`src/rtl/sb_pkg.sv`:
```
// ---------------------------------------------------------------------------
// sb_pkg
// Shared constants and types for the decode-stage register scoreboard.
//   NUM_GPR   : number of architectural GPRs tracked
//   CNT_W     : width of each per-register pending-write counter
//   reg_idx_t : 3-bit physical register index
//   EAX..EDI  : register encodings used by upstream decode
//   onehot()  : 3->8 decode of a register index, gated by an enable
// ---------------------------------------------------------------------------
package sb_pkg;

  localparam int NUM_GPR = 8;
  localparam int CNT_W   = 2;
  localparam int REG_W   = 3;

  typedef logic [REG_W-1:0] reg_idx_t;
  typedef logic [CNT_W-1:0] cnt_t;

  localparam cnt_t CNT_MAX = '1;

  localparam reg_idx_t EAX = 3'd0;
  localparam reg_idx_t ECX = 3'd1;
  localparam reg_idx_t ESP = 3'd4;
  localparam reg_idx_t ESI = 3'd6;
  localparam reg_idx_t EDI = 3'd7;

  // One-hot select of a register, forced to zero when the slot is unused.
  // OR-ing several of these collapses duplicate destinations to one bit.
  function automatic logic [NUM_GPR-1:0] onehot(input reg_idx_t r, input logic en);
    logic [NUM_GPR-1:0] v;
    v    = '0;
    v[r] = en;
    return v;
  endfunction

endpackage

```
`src/rtl/sb_counter.sv`:
```
// ---------------------------------------------------------------------------
// sb_counter
// Pending-write counter for a single GPR.
//   clk, rst_n : clock, synchronous active-low reset
//   inc        : one more in-flight write to this register
//   dec        : one in-flight write to this register retired
//   clr        : drop all pending writes (flush); wins over inc/dec
//   cnt        : current pending-write count
//   nz         : count is non-zero (register busy)
//   underflow  : a retire arrived while the count was already zero
// ---------------------------------------------------------------------------
module sb_counter
  import sb_pkg::*;
(
  input  logic clk,
  input  logic rst_n,
  input  logic inc,
  input  logic dec,
  input  logic clr,
  output cnt_t cnt,
  output logic nz,
  output logic underflow
);

  // A lone decrement at zero is reported and the count holds at zero.
  // A simultaneous inc+dec nets to no change, so it can never underflow.
  assign underflow = dec & ~inc & ~clr & (cnt == '0);
  assign nz        = (cnt != '0);

  // Saturating up/down count; the top level already stalls decode before
  // an increment could push past CNT_MAX, so saturation is a safety net.
  always_ff @(posedge clk) begin
    if (!rst_n) begin
      cnt <= '0;
    end else if (clr) begin
      cnt <= '0;
    end else if (inc && !dec && (cnt != CNT_MAX)) begin
      cnt <= cnt + cnt_t'(1);
    end else if (dec && !inc && (cnt != '0)) begin
      cnt <= cnt - cnt_t'(1);
    end
  end

endmodule

```
`src/rtl/reg_scoreboard.sv`:
```
// ---------------------------------------------------------------------------
// reg_scoreboard
// Decode-stage register scoreboard. Counts in-flight writes per GPR, stalls
// decode on read-after-write or counter-overflow hazards, and releases the
// stall as writeback retires the pending writes.
//   clk, rst_n                 : clock, synchronous active-low reset
//   de_v, ex_stall, flush      : decode valid, downstream stall, pipe flush
//   in1..in4 / in*_needed      : decoding instruction's source registers
//   dreg1..dreg3 / ld_reg1..3  : decoding instruction's destinations
//   wb_v, wb_dreg*, wb_ld_reg* : retiring instruction's destinations
//   dep_stall, issue           : combinational hold / issue strobes
//   reg_busy                   : per-register "write pending" flags
//   sb_err                     : sticky underflow indication
// ---------------------------------------------------------------------------
module reg_scoreboard
  import sb_pkg::*;
(
  input  logic               clk,
  input  logic               rst_n,
  input  logic               de_v,
  input  logic               ex_stall,
  input  logic               flush,
  input  logic               in1_needed,
  input  logic               in2_needed,
  input  logic               in3_needed,
  input  logic               in4_needed,
  input  reg_idx_t           in1,
  input  reg_idx_t           in2,
  input  reg_idx_t           in3,
  input  reg_idx_t           in4,
  input  reg_idx_t           dreg1,
  input  reg_idx_t           dreg2,
  input  reg_idx_t           dreg3,
  input  logic               ld_reg1,
  input  logic               ld_reg2,
  input  logic               ld_reg3,
  input  logic               wb_v,
  input  reg_idx_t           wb_dreg1,
  input  reg_idx_t           wb_dreg2,
  input  reg_idx_t           wb_dreg3,
  input  logic               wb_ld_reg1,
  input  logic               wb_ld_reg2,
  input  logic               wb_ld_reg3,
  output logic               dep_stall,
  output logic               issue,
  output logic [NUM_GPR-1:0] reg_busy,
  output logic               sb_err
);

  cnt_t               cnt [NUM_GPR];
  logic [NUM_GPR-1:0] nz;
  logic [NUM_GPR-1:0] underflow;
  logic [NUM_GPR-1:0] inc_vec;
  logic [NUM_GPR-1:0] dec_vec;
  logic               raw_hazard;
  logic               ovf_hazard;

  // Hazard detection looks only at registered counts: a writeback in the
  // same cycle does not unblock a dependent read until the next cycle.
  always_comb begin
    raw_hazard = (in1_needed & nz[in1]) |
                 (in2_needed & nz[in2]) |
                 (in3_needed & nz[in3]) |
                 (in4_needed & nz[in4]);
    ovf_hazard = (ld_reg1 & (cnt[dreg1] == CNT_MAX)) |
                 (ld_reg2 & (cnt[dreg2] == CNT_MAX)) |
                 (ld_reg3 & (cnt[dreg3] == CNT_MAX));
    dep_stall  = de_v & (raw_hazard | ovf_hazard);
    issue      = de_v & ~ex_stall & ~dep_stall & ~flush;
  end

  // Per-register increment/decrement requests. The OR of one-hot decodes
  // collapses repeated destinations so a register moves by at most one.
  always_comb begin
    inc_vec = onehot(dreg1, ld_reg1 & issue) |
              onehot(dreg2, ld_reg2 & issue) |
              onehot(dreg3, ld_reg3 & issue);
    dec_vec = onehot(wb_dreg1, wb_ld_reg1 & wb_v) |
              onehot(wb_dreg2, wb_ld_reg2 & wb_v) |
              onehot(wb_dreg3, wb_ld_reg3 & wb_v);
  end

  for (genvar r = 0; r < NUM_GPR; r++) begin : g_cnt
    sb_counter u_cnt (
      .clk       (clk),
      .rst_n     (rst_n),
      .inc       (inc_vec[r]),
      .dec       (dec_vec[r]),
      .clr       (flush),
      .cnt       (cnt[r]),
      .nz        (nz[r]),
      .underflow (underflow[r])
    );
  end

  assign reg_busy = nz;

  // Underflow means writeback and decode disagree about what is in flight;
  // keep the flag until reset so software/debug can see it happened.
  always_ff @(posedge clk) begin
    if (!rst_n) begin
      sb_err <= 1'b0;
    end else if (|underflow) begin
      sb_err <= 1'b1;
    end
  end

endmodule

```
`config.mk`:
```
export PLATFORM = sky130hd
export DESIGN_NAME = reg_scoreboard
export DESIGN_NICKNAME = d
export VERILOG_FILES = /design/src/rtl/sb_pkg.sv /design/src/rtl/sb_counter.sv /design/src/rtl/reg_scoreboard.sv
export SDC_FILE = /design/constraint.sdc
export NUM_CORES = 1
export LEC_CHECK = 0
export ABC_CLOCK_PERIOD_IN_PS = 8800
export CELL_PAD_IN_SITES_DETAIL_PLACEMENT = 1
export CELL_PAD_IN_SITES_GLOBAL_PLACEMENT = 1
export CORE_ASPECT_RATIO = 1.2
export CORE_UTILIZATION = 50
export DETAILED_ROUTE_END_ITERATION = 10
export DONT_BUFFER_PORTS = 1
export GPL_ROUTABILITY_DRIVEN = 0
export PLACE_DENSITY = 0.86
export SLEW_MARGIN = 20
export SYNTH_ARGS = -nofsm -noshare
export SYNTH_HDL_FRONTEND = slang
export SYNTH_SLANG_ARGS = --single-unit
```
`constraint.sdc`:
```
create_clock -name clk -period 8.8 [get_ports clk]
set_input_delay 2.2 -clock clk [delete_from_list [all_inputs] [get_ports clk]]
set_output_delay 2.2 -clock clk [all_outputs]
set_load 0.03 [all_outputs]
```
## Yosys cells after proc, flatten, opt, wreduce, memory -nomap -nowiden

Index checks and enable logic that the tools add are counted.

| word-level totals | value |
|---|---|
| register bits | 17 |
| bits of input ports | 46 |

| operators by class | value |
|---|---|
| add/sub/neg operators | 16 |
| order comparisons | 19 |
| equal/unequal tests | 11 |
| mux-type cells | 45 |
| bitwise operators | 72 |
| reduce and logical (&&, ||, !) cells | 80 |

Operators by type and width:

| cell | count |
|---|---|
| $and A8 B8 Y8 | 6 |
| $mux W2 | 22 |
| $and A1 B1 Y1 | 41 |
| $lt A3 B4 Y1 const B | 10 |
| $logic_and A1 B1 Y1 | 38 |
| $or A8 B8 Y8 | 4 |
| $reduce_bool A2 Y1 | 16 |
| $bmux W2 S3 | 3 |
| $demux W1 S3 | 6 |
| $ge A3 B1 Y1 const B | 6 |
| $add A2 B1 Y2 const B | 8 |
| $logic_not A1 Y1 | 16 |
| $logic_not A2 Y1 | 8 |
| $ne A2 B2 Y1 const B | 8 |
| $sub A2 B1 Y2 const B | 8 |
| $bmux W1 S3 | 4 |
| $ge A4 B4 Y1 const B | 3 |
| $not A1 Y1 | 12 |
| $not A3 Y4 | 3 |
| $mux W1 | 10 |
| $reduce_or A8 Y1 | 1 |
| $eq A2 B2 Y1 const B | 3 |
| $or A1 B1 Y1 | 6 |
| $reduce_or A2 Y1 | 1 |

## Depth between registers and ports, before layout

Gate-level depths: netlist (run 1).

| depth | value |
|---|---|
| word-level depth | 22 |
| gate-level depth with buffers | 12 |

## By module

From an unflattened synthesis (run 1), not the netlist that was laid out.

| unflattened totals | value |
|---|---|
| cells, all modules | 293 |
| area, all modules | 2337.2 um2 |

Modules (own cells, without submodules):

| module | times used | cells each | area an instance (um2) |
|---|---|---|---|
| reg_scoreboard | 1 | 165 | 1266.2 |
| sb_counter | 8 | 16 | 133.9 |

## Worst setup path before layout (run 1)

No wires, ideal clock.

| timing path | value |
|---|---|
| path type | input port to output port |
| start | input dreg1[2] |
| end | output issue |
| arrival time | 4.038 ns |
| required time | 6.600 ns |
| setup slack | 2.562 ns |
| stages on the path | 8 |
| cell sequence | buf_6 mux2_1 mux4_2 o311a_1 a31oi_1 nor4b_4 and2_1 buf_4 |

| on the way | value |
|---|---|
| longest elaborated chain between the ends | 13 |

Ends and longest elaborated chain:

| item | RTL line | source |
|---|---|---|
| start: declaration | reg_scoreboard.sv:31 | `input reg_idx_t dreg1,` |
| $not A3 Y4 (not written as such) | reg_scoreboard.sv:65 | `ovf_hazard = (ld_reg1 & (cnt[dreg1] == CNT_MAX)) \|` |
| $bmux W2 S3 | reg_scoreboard.sv:65 |  |
| $mux W2 (not written as such) (2 in series) | reg_scoreboard.sv:65 |  |
| $eq A2 B2 Y1 | reg_scoreboard.sv:65 |  |
| $and A1 B1 Y1 | reg_scoreboard.sv:65 |  |
| $or A1 B1 Y1 | reg_scoreboard.sv:65 |  |
| $or A1 B1 Y1 | reg_scoreboard.sv:66 | `(ld_reg2 & (cnt[dreg2] == CNT_MAX)) \|` |
| $or A1 B1 Y1 | reg_scoreboard.sv:68 | `dep_stall = de_v & (raw_hazard \| ovf_hazard);` |
| $and A1 B1 Y1 | reg_scoreboard.sv:68 |  |
| $not A1 Y1 | reg_scoreboard.sv:69 | `issue = de_v & ~ex_stall & ~dep_stall & ~flush;` |
| $and A1 B1 Y1 (2 in series) | reg_scoreboard.sv:69 |  |
| end: declaration | reg_scoreboard.sv:45 | `output logic issue,` |

No other way between the ends. The select of a mux whose other input is x is not followed.

## Worst setup path in the final report (run 1)

Same ends and word-level chain as after synthesis.

==> out/metrics.cfg, run 1 <==
[route]
drt_first_pass_iters = 5
vias_per_cell = 7.09
wirelength_um = 7710
vias = 2538
post-route-drc-count = 0
wl_per_cell_um = 21.5
drt_iter0_markers = 202
ant_nets = 0

[final_layout]
syn_to_final_growth_pct = -1.94
nNetsFinal = 347
diodes = 0
stdcell_count = 358
n_fill_cell = 628
drive_gt1_share_pct = 8.00

[floorplan]
start_util_pct = 52.0
io_pins = 57
die_area_sq_um = 5060
fp.dieH_um = 77.8
std_cell_rows = 27
coreArea_sq_um = 4590
dieWidth_um = 65.1

[placement]
port_buffers = 0
place_inst = 354
dp_hpwl_um = 5840
dp_slack_ps = 2320

[logic_synthesis]
ys_seq_area_share_pct = 14.2
synth.distinct_cells = 65
syn_avg_cell_area_sq_um = 7.29
synthTopCellsByArea = dfxtp_1, mux4_2, nor2_1, nand2b_1, nand2_1
yosysWarnings = 0
synth_top_cell_by_area = dfxtp_1
synth_cells = 328
async_flop_share_pct = 0
syn-num-nets = 374
netlist_area_sq_um = 2390
synthFlopType = dfxtp_1
yosys.area.top_type_share_pct = 14.2
synth_edf_count = 0
synth_seq_cells = 17

[clock_tree]
cts_buffers = 3
clk_path_buf_depth = 2
cts_resized = 0
path_clk_slew_ps = 70
cts_setup_buffers = 0
clk_latency_ps = 260
cts_sinks = 17
holdBufCountCts = 0
tritoncts = built
cts_root_buffer = clkbuf_8
cts_max_level = 1

[worst_setup_path]
arrival_ps = 4290
crit_path_top_delay_cell = and2_1
crit_required_ps = 6600
cp_cell_sequence = mux2_2 -> mux4_2 -> o311a_1 -> a31oi_1 -> nor4b_4 -> and2_1
critPathMaxStageDelay_ps = 600
path_class = input pin to output pin
critPathMaxFanout = 15
critical_path.n_buffers_inverters = 0
cpLargestDelayFamily = simple AND/OR/NAND/NOR gates
crit_path_start_kind = input pin
cp-end-kind = output pin

[sta]
finalCriticalPeriod_ps = 6490
hold_violations = 0
setup_tns_ps = 0
max_freq_ghz = 0.154
fin_skew_ps = 6.88
period_share_pct = 73.7
tightest_slew_ps = 928
slew_viol_final = 0
setup_violations = 0
relSlewSlack_pct = 38.0
layout_setup_ws_ps = 2310
rsz0062_at_grt = false

[power]
power_frac_comb_pct = 24.2
p_leak_nw = 0.854
netSwitchingFraction_pct = 30.5
p_per_area_nw_per_um2 = 79.9
p_int_uw = 130
seq_power_share_pct = 42.6
switching_power_uw = 57.1
ir_drop_mv = 0.0718
clkPwrFrac_pct = 33.2

[global_routing]
grtUsageTotal_pct = 30.9
grt_max_degree = 17
grt_pass1_wl_um = 12000
antenna_found_initial = 0
overflow = 0
grt_pass1_vias = 2421

[status]
status = completed

[run]
maxCapViolations = 0

[min_path]
hp-class = flop to flop

-- placed cells by master, fill, tap and decap left out, types with 4 or more instances in the layout --
cell type / synthesis / final
a211oi_1: 4 / 4
a21oi_1: 16 / 16
a221oi_1: 4 / 4
a22oi_1: 4 / 4
a31oi_1: 13 / 13
and2_1: 6 / 6
and3_1: 8 / 8
dfxtp_1: 17 / 17
inv_1: 15 / 15
mux2_2: 7 / 7
mux2i_1: 5 / 5
mux4_2: 7 / 7
nand2_1: 23 / 23
nand2b_1: 14 / 14
nand3_1: 7 / 7
nand3b_1: 6 / 6
nand4_1: 4 / 4
nor2_1: 25 / 25
nor2b_1: 7 / 7
nor3_1: 12 / 12
nor3b_1: 5 / 5
nor4b_1: 4 / 4
o211ai_1: 5 / 5
o21ai_0: 16 / 16
o22ai_1: 6 / 6
-- area by class of cell --
type | instances | area (sq um) | share of cell area, %
flip-flops and latches | 17 | 340 | 14.5
inverters | 15 | 56.3 | 2.40
well taps | 58 | 72.6 | 3.09
clock buffers | 4 | 45.0 | 1.92
multi-input cells | 264 | 1830 | 78.1
-- state kept, by name, summed over array words and instances (netlist names) --
signal,cells
g_cnt.u_cnt.cnt,16
sb_err,1
-- worst paths after layout --
kind	from	depth (start not counted)	slack, ps	to
hold reg to reg	g_cnt[6].u_cnt.cnt[1]$_SDFFE_PP0P_	2	580	g_cnt[6].u_cnt.cnt[0]$_SDFFE_PP0P_
hold / removal	g_cnt[6].u_cnt.cnt[1]$_SDFFE_PP0P_	2	580	g_cnt[6].u_cnt.cnt[0]$_SDFFE_PP0P_
setup reg to reg	g_cnt[3].u_cnt.cnt[0]$_SDFFE_PP0P_	9	5390	g_cnt[4].u_cnt.cnt[0]$_SDFFE_PP0P_
setup / recovery	dreg1[2]	6	2310	issue
-- worst min-delay path: cells and delay by family (launching register included) --
kind	cells	cell delay [ps]
DFF	1	380
and+or+nand+nor	1	90
AOI/OAI and AO/OA	1	60
-- cell usage after synthesis, types with 8 or more instances --
cell	count
nor2_1	25
nand2_1	23
a31oi_1	13
dfxtp_1	17
a21oi_1	16
and3_1	8
nor3_1	12
clkbuf_1	20
o21ai_0	16
nand2b_1	14
inv_1	15
buf_4	9
-- cell families (layout without fill, tap and decap cells) --
logic type      count (synthesis)  in the layout  share of synthesized area [%]
simple gates                  137            137                           32.9
compound gates                101            101                           28.9
buf+inv                        47             19                           9.21
mux                            21             21                           12.9
flops                          17             17                           14.2
xor+xnor                        5              5                           1.83
-- layer usage --
metal	track usage, %	wire length [um]	vias up
li1	-	-	1170
met1	38.6	3110	1253
met2	54.3	3980	98
met3	3.82	447	17
met4	9.57	168	0
met5	0	0	-
-- per-stage QoR --
stage               hold WS [ps]  util, %  cell area, sq um  power [mW]
floorplan                    488        -              2390       0.124
global placement             563     50.1              2300       0.125
detailed placement           568     50.1              2300       0.126
CTS                          579     51.0              2340       0.188
global route                 612     51.0              2340       0.194
finish                       581     51.0              2340       0.187
-- power by group through the flow --
stage | Combinational [mW] | Clock, mW | Sequential (mW)
final | 0.0454 | 0.0622 | 0.0798
after global routing | 0.0490 | 0.0656 | 0.0798
after floorplan | 0.0435 | 0 | 0.0810
after CTS | 0.0450 | 0.0635 | 0.0797
after detailed placement | 0.0446 | 0 | 0.0816
after global placement | 0.0433 | 0 | 0.0815
Power figures use the tool's default switching activity.
==> inputs of run 2 (changes only) <==
--- a/config.mk
+++ b/config.mk
@@ -5,15 +5,15 @@
 export SDC_FILE = /design/constraint.sdc
 export NUM_CORES = 1
 export LEC_CHECK = 0
-export ABC_CLOCK_PERIOD_IN_PS = 8800
+export ABC_CLOCK_PERIOD_IN_PS = 6320
 export CELL_PAD_IN_SITES_DETAIL_PLACEMENT = 1
 export CELL_PAD_IN_SITES_GLOBAL_PLACEMENT = 1
 export CORE_ASPECT_RATIO = 1.2
-export CORE_UTILIZATION = 50
+export CORE_UTILIZATION = 46
 export DETAILED_ROUTE_END_ITERATION = 10
 export DONT_BUFFER_PORTS = 1
 export GPL_ROUTABILITY_DRIVEN = 0
-export PLACE_DENSITY = 0.86
+export PLACE_DENSITY = 0.8
 export SLEW_MARGIN = 20
 export SYNTH_ARGS = -nofsm -noshare
 export SYNTH_HDL_FRONTEND = slang
==> constraint.sdc (replaced) <==
create_clock -name clk -period 6.32 [get_ports clk]
set_input_delay 1.58 -clock clk [delete_from_list [all_inputs] [get_ports clk]]
set_output_delay 1.58 -clock clk [all_outputs]
set_load 0.03 [all_outputs]
==> out/metrics.cfg, run 2 (synthesis gave the netlist of run 1 again) <==
[worst_setup_path]
cpLargestDelayFamily = simple AND/OR/NAND/NOR gates
crit_path_top_delay_cell = and2_1
arrival_ps = 3710
critical_path.n_buffers_inverters = 0
path_class = input pin to output pin
critPathMaxFanout = 15
critPathMaxStageDelay_ps = 600
cp-end-kind = output pin
crit_path_start_kind = input pin
cp_cell_sequence = mux2_1 -> mux4_2 -> o311a_1 -> a31oi_1 -> nor4b_4 -> and2_1
crit_required_ps = 4740

[global_routing]
antenna_found_initial = 0
overflow = 0
grt_pass1_wl_um = 11900
grt_max_degree = 17
grtUsageTotal_pct = 29.0
grt_pass1_vias = 2412

[power]
p_leak_nw = 0.857
p_per_area_nw_per_um2 = 111
ir_drop_mv = 0.0763

[final_layout]
syn_to_final_growth_pct = -1.78
fin_util_pct = 47.2
final_common_cell = nor2_1
layout_common_cells = nor2_1, nand2_1, dfxtp_1
top_register = g_cnt.u_cnt.cnt
largest_register_ffs = 16
drive_gt1_share_pct = 8.33
n_fill_cell = 650
nNetsFinal = 347
diodes = 0
reg_top3 = g_cnt.u_cnt.cnt (16), sb_err (1)

[route]
post-route-drc-count = 0
drt_iter0_markers = 183
vias_per_cell = 6.92
vias = 2491
ant_nets = 0
wirelength_um = 7790
wl_per_cell_um = 21.6
drt_first_pass_iters = 4

[clock_tree]
cts_resized = 0
cts_sinks = 17
tritoncts = built
path_clk_slew_ps = 70
cts_setup_buffers = 0
clk_latency_ps = 260
clk_path_buf_depth = 2
cts_max_level = 1
cts_buffers = 3
holdBufCountCts = 0
cts_root_buffer = clkbuf_8

[sta]
relSlewSlack_pct = 30.6
hold_violations = 0
setup_tns_ps = 0
rsz0062_at_grt = false
setup_violations = 0
slew_viol_final = 0
finalCriticalPeriod_ps = 5290
tightest_slew_ps = 1040
max_freq_ghz = 0.189
period_share_pct = 83.8
fin_skew_ps = 6.33

[floorplan]
dieWidth_um = 67.8
coreArea_sq_um = 4970
start_util_pct = 48.1
io_pins = 57
die_area_sq_um = 5490
std_cell_rows = 28
fp.dieH_um = 81.0

[min_path]
hp-class = flop to flop

[placement]
dp_hpwl_um = 5960
port_buffers = 0

[run]
maxCapViolations = 0

[status]
status = completed

## run 2: cell count changes in the layout (fill, tap and decap cells not counted)
| cell | change |
|---|---|
| clkbuf_1 | -1 |
| clkinv_2 | +1 |
## run 2: worst paths after layout
check | start | endpoint | slack, ps | depth (start not counted)
max | dreg1[2] | issue | 1030 | 6
min | g_cnt[6].u_cnt.cnt[0]$_SDFFE_PP0P_ | g_cnt[6].u_cnt.cnt[1]$_SDFFE_PP0P_ | 610 | 2
max reg2reg | g_cnt[3].u_cnt.cnt[0]$_SDFFE_PP0P_ | g_cnt[4].u_cnt.cnt[0]$_SDFFE_PP0P_ | 2860 | 9
min reg2reg | g_cnt[6].u_cnt.cnt[0]$_SDFFE_PP0P_ | g_cnt[6].u_cnt.cnt[1]$_SDFFE_PP0P_ | 610 | 2
## run 2: tightest hold or removal path: cells and delay by family, from the launching register on
kind	cells	cell delay [ps]
flip-flops	1	390
AO/OA/AOI/OAI	2	170
## run 2: layer usage
metal / up-vias / global-route usage, % / wire (um)
li1: 1172 / - / -
met1: 1205 / 34.9 / 3290
met2: 95 / 50.9 / 3820
met3: 19 / 4.63 / 436
met4: 0 / 10.6 / 245
met5: - / 0 / 0
## run 2: where the power goes
group	switching (mW)	internal, mW
registers	0.00316	0.108
clock network	0.0419	0.0439
logic	0.0345	0.0283
## run 2: metrics by stage
stage          power (mW)  instances  worst slack [ps]  area [sq um]  hold WS, ps
2_1_floorplan       0.173        328              1320          2390          488
3_3_place_gp        0.174        356              1160          2300          585
3_5_place_dp        0.176        356              1050          2300          593
4_1_cts             0.260        360              1020          2350          600
5_1_grt             0.269        360               919          2350          634
6_report            0.260        360              1030          2350          608
## run 2: final cells by class
cell class | instances | area (sq um) | area share (%)
clock buffers | 3 | 41.3 | 1.76
clock inverters | 1 | 5.00 | 0.213
multi-input cells | 264 | 1830 | 77.9
inverters | 15 | 56.3 | 2.40
well taps | 60 | 75.1 | 3.20
flip-flops and latches | 17 | 340 | 14.5
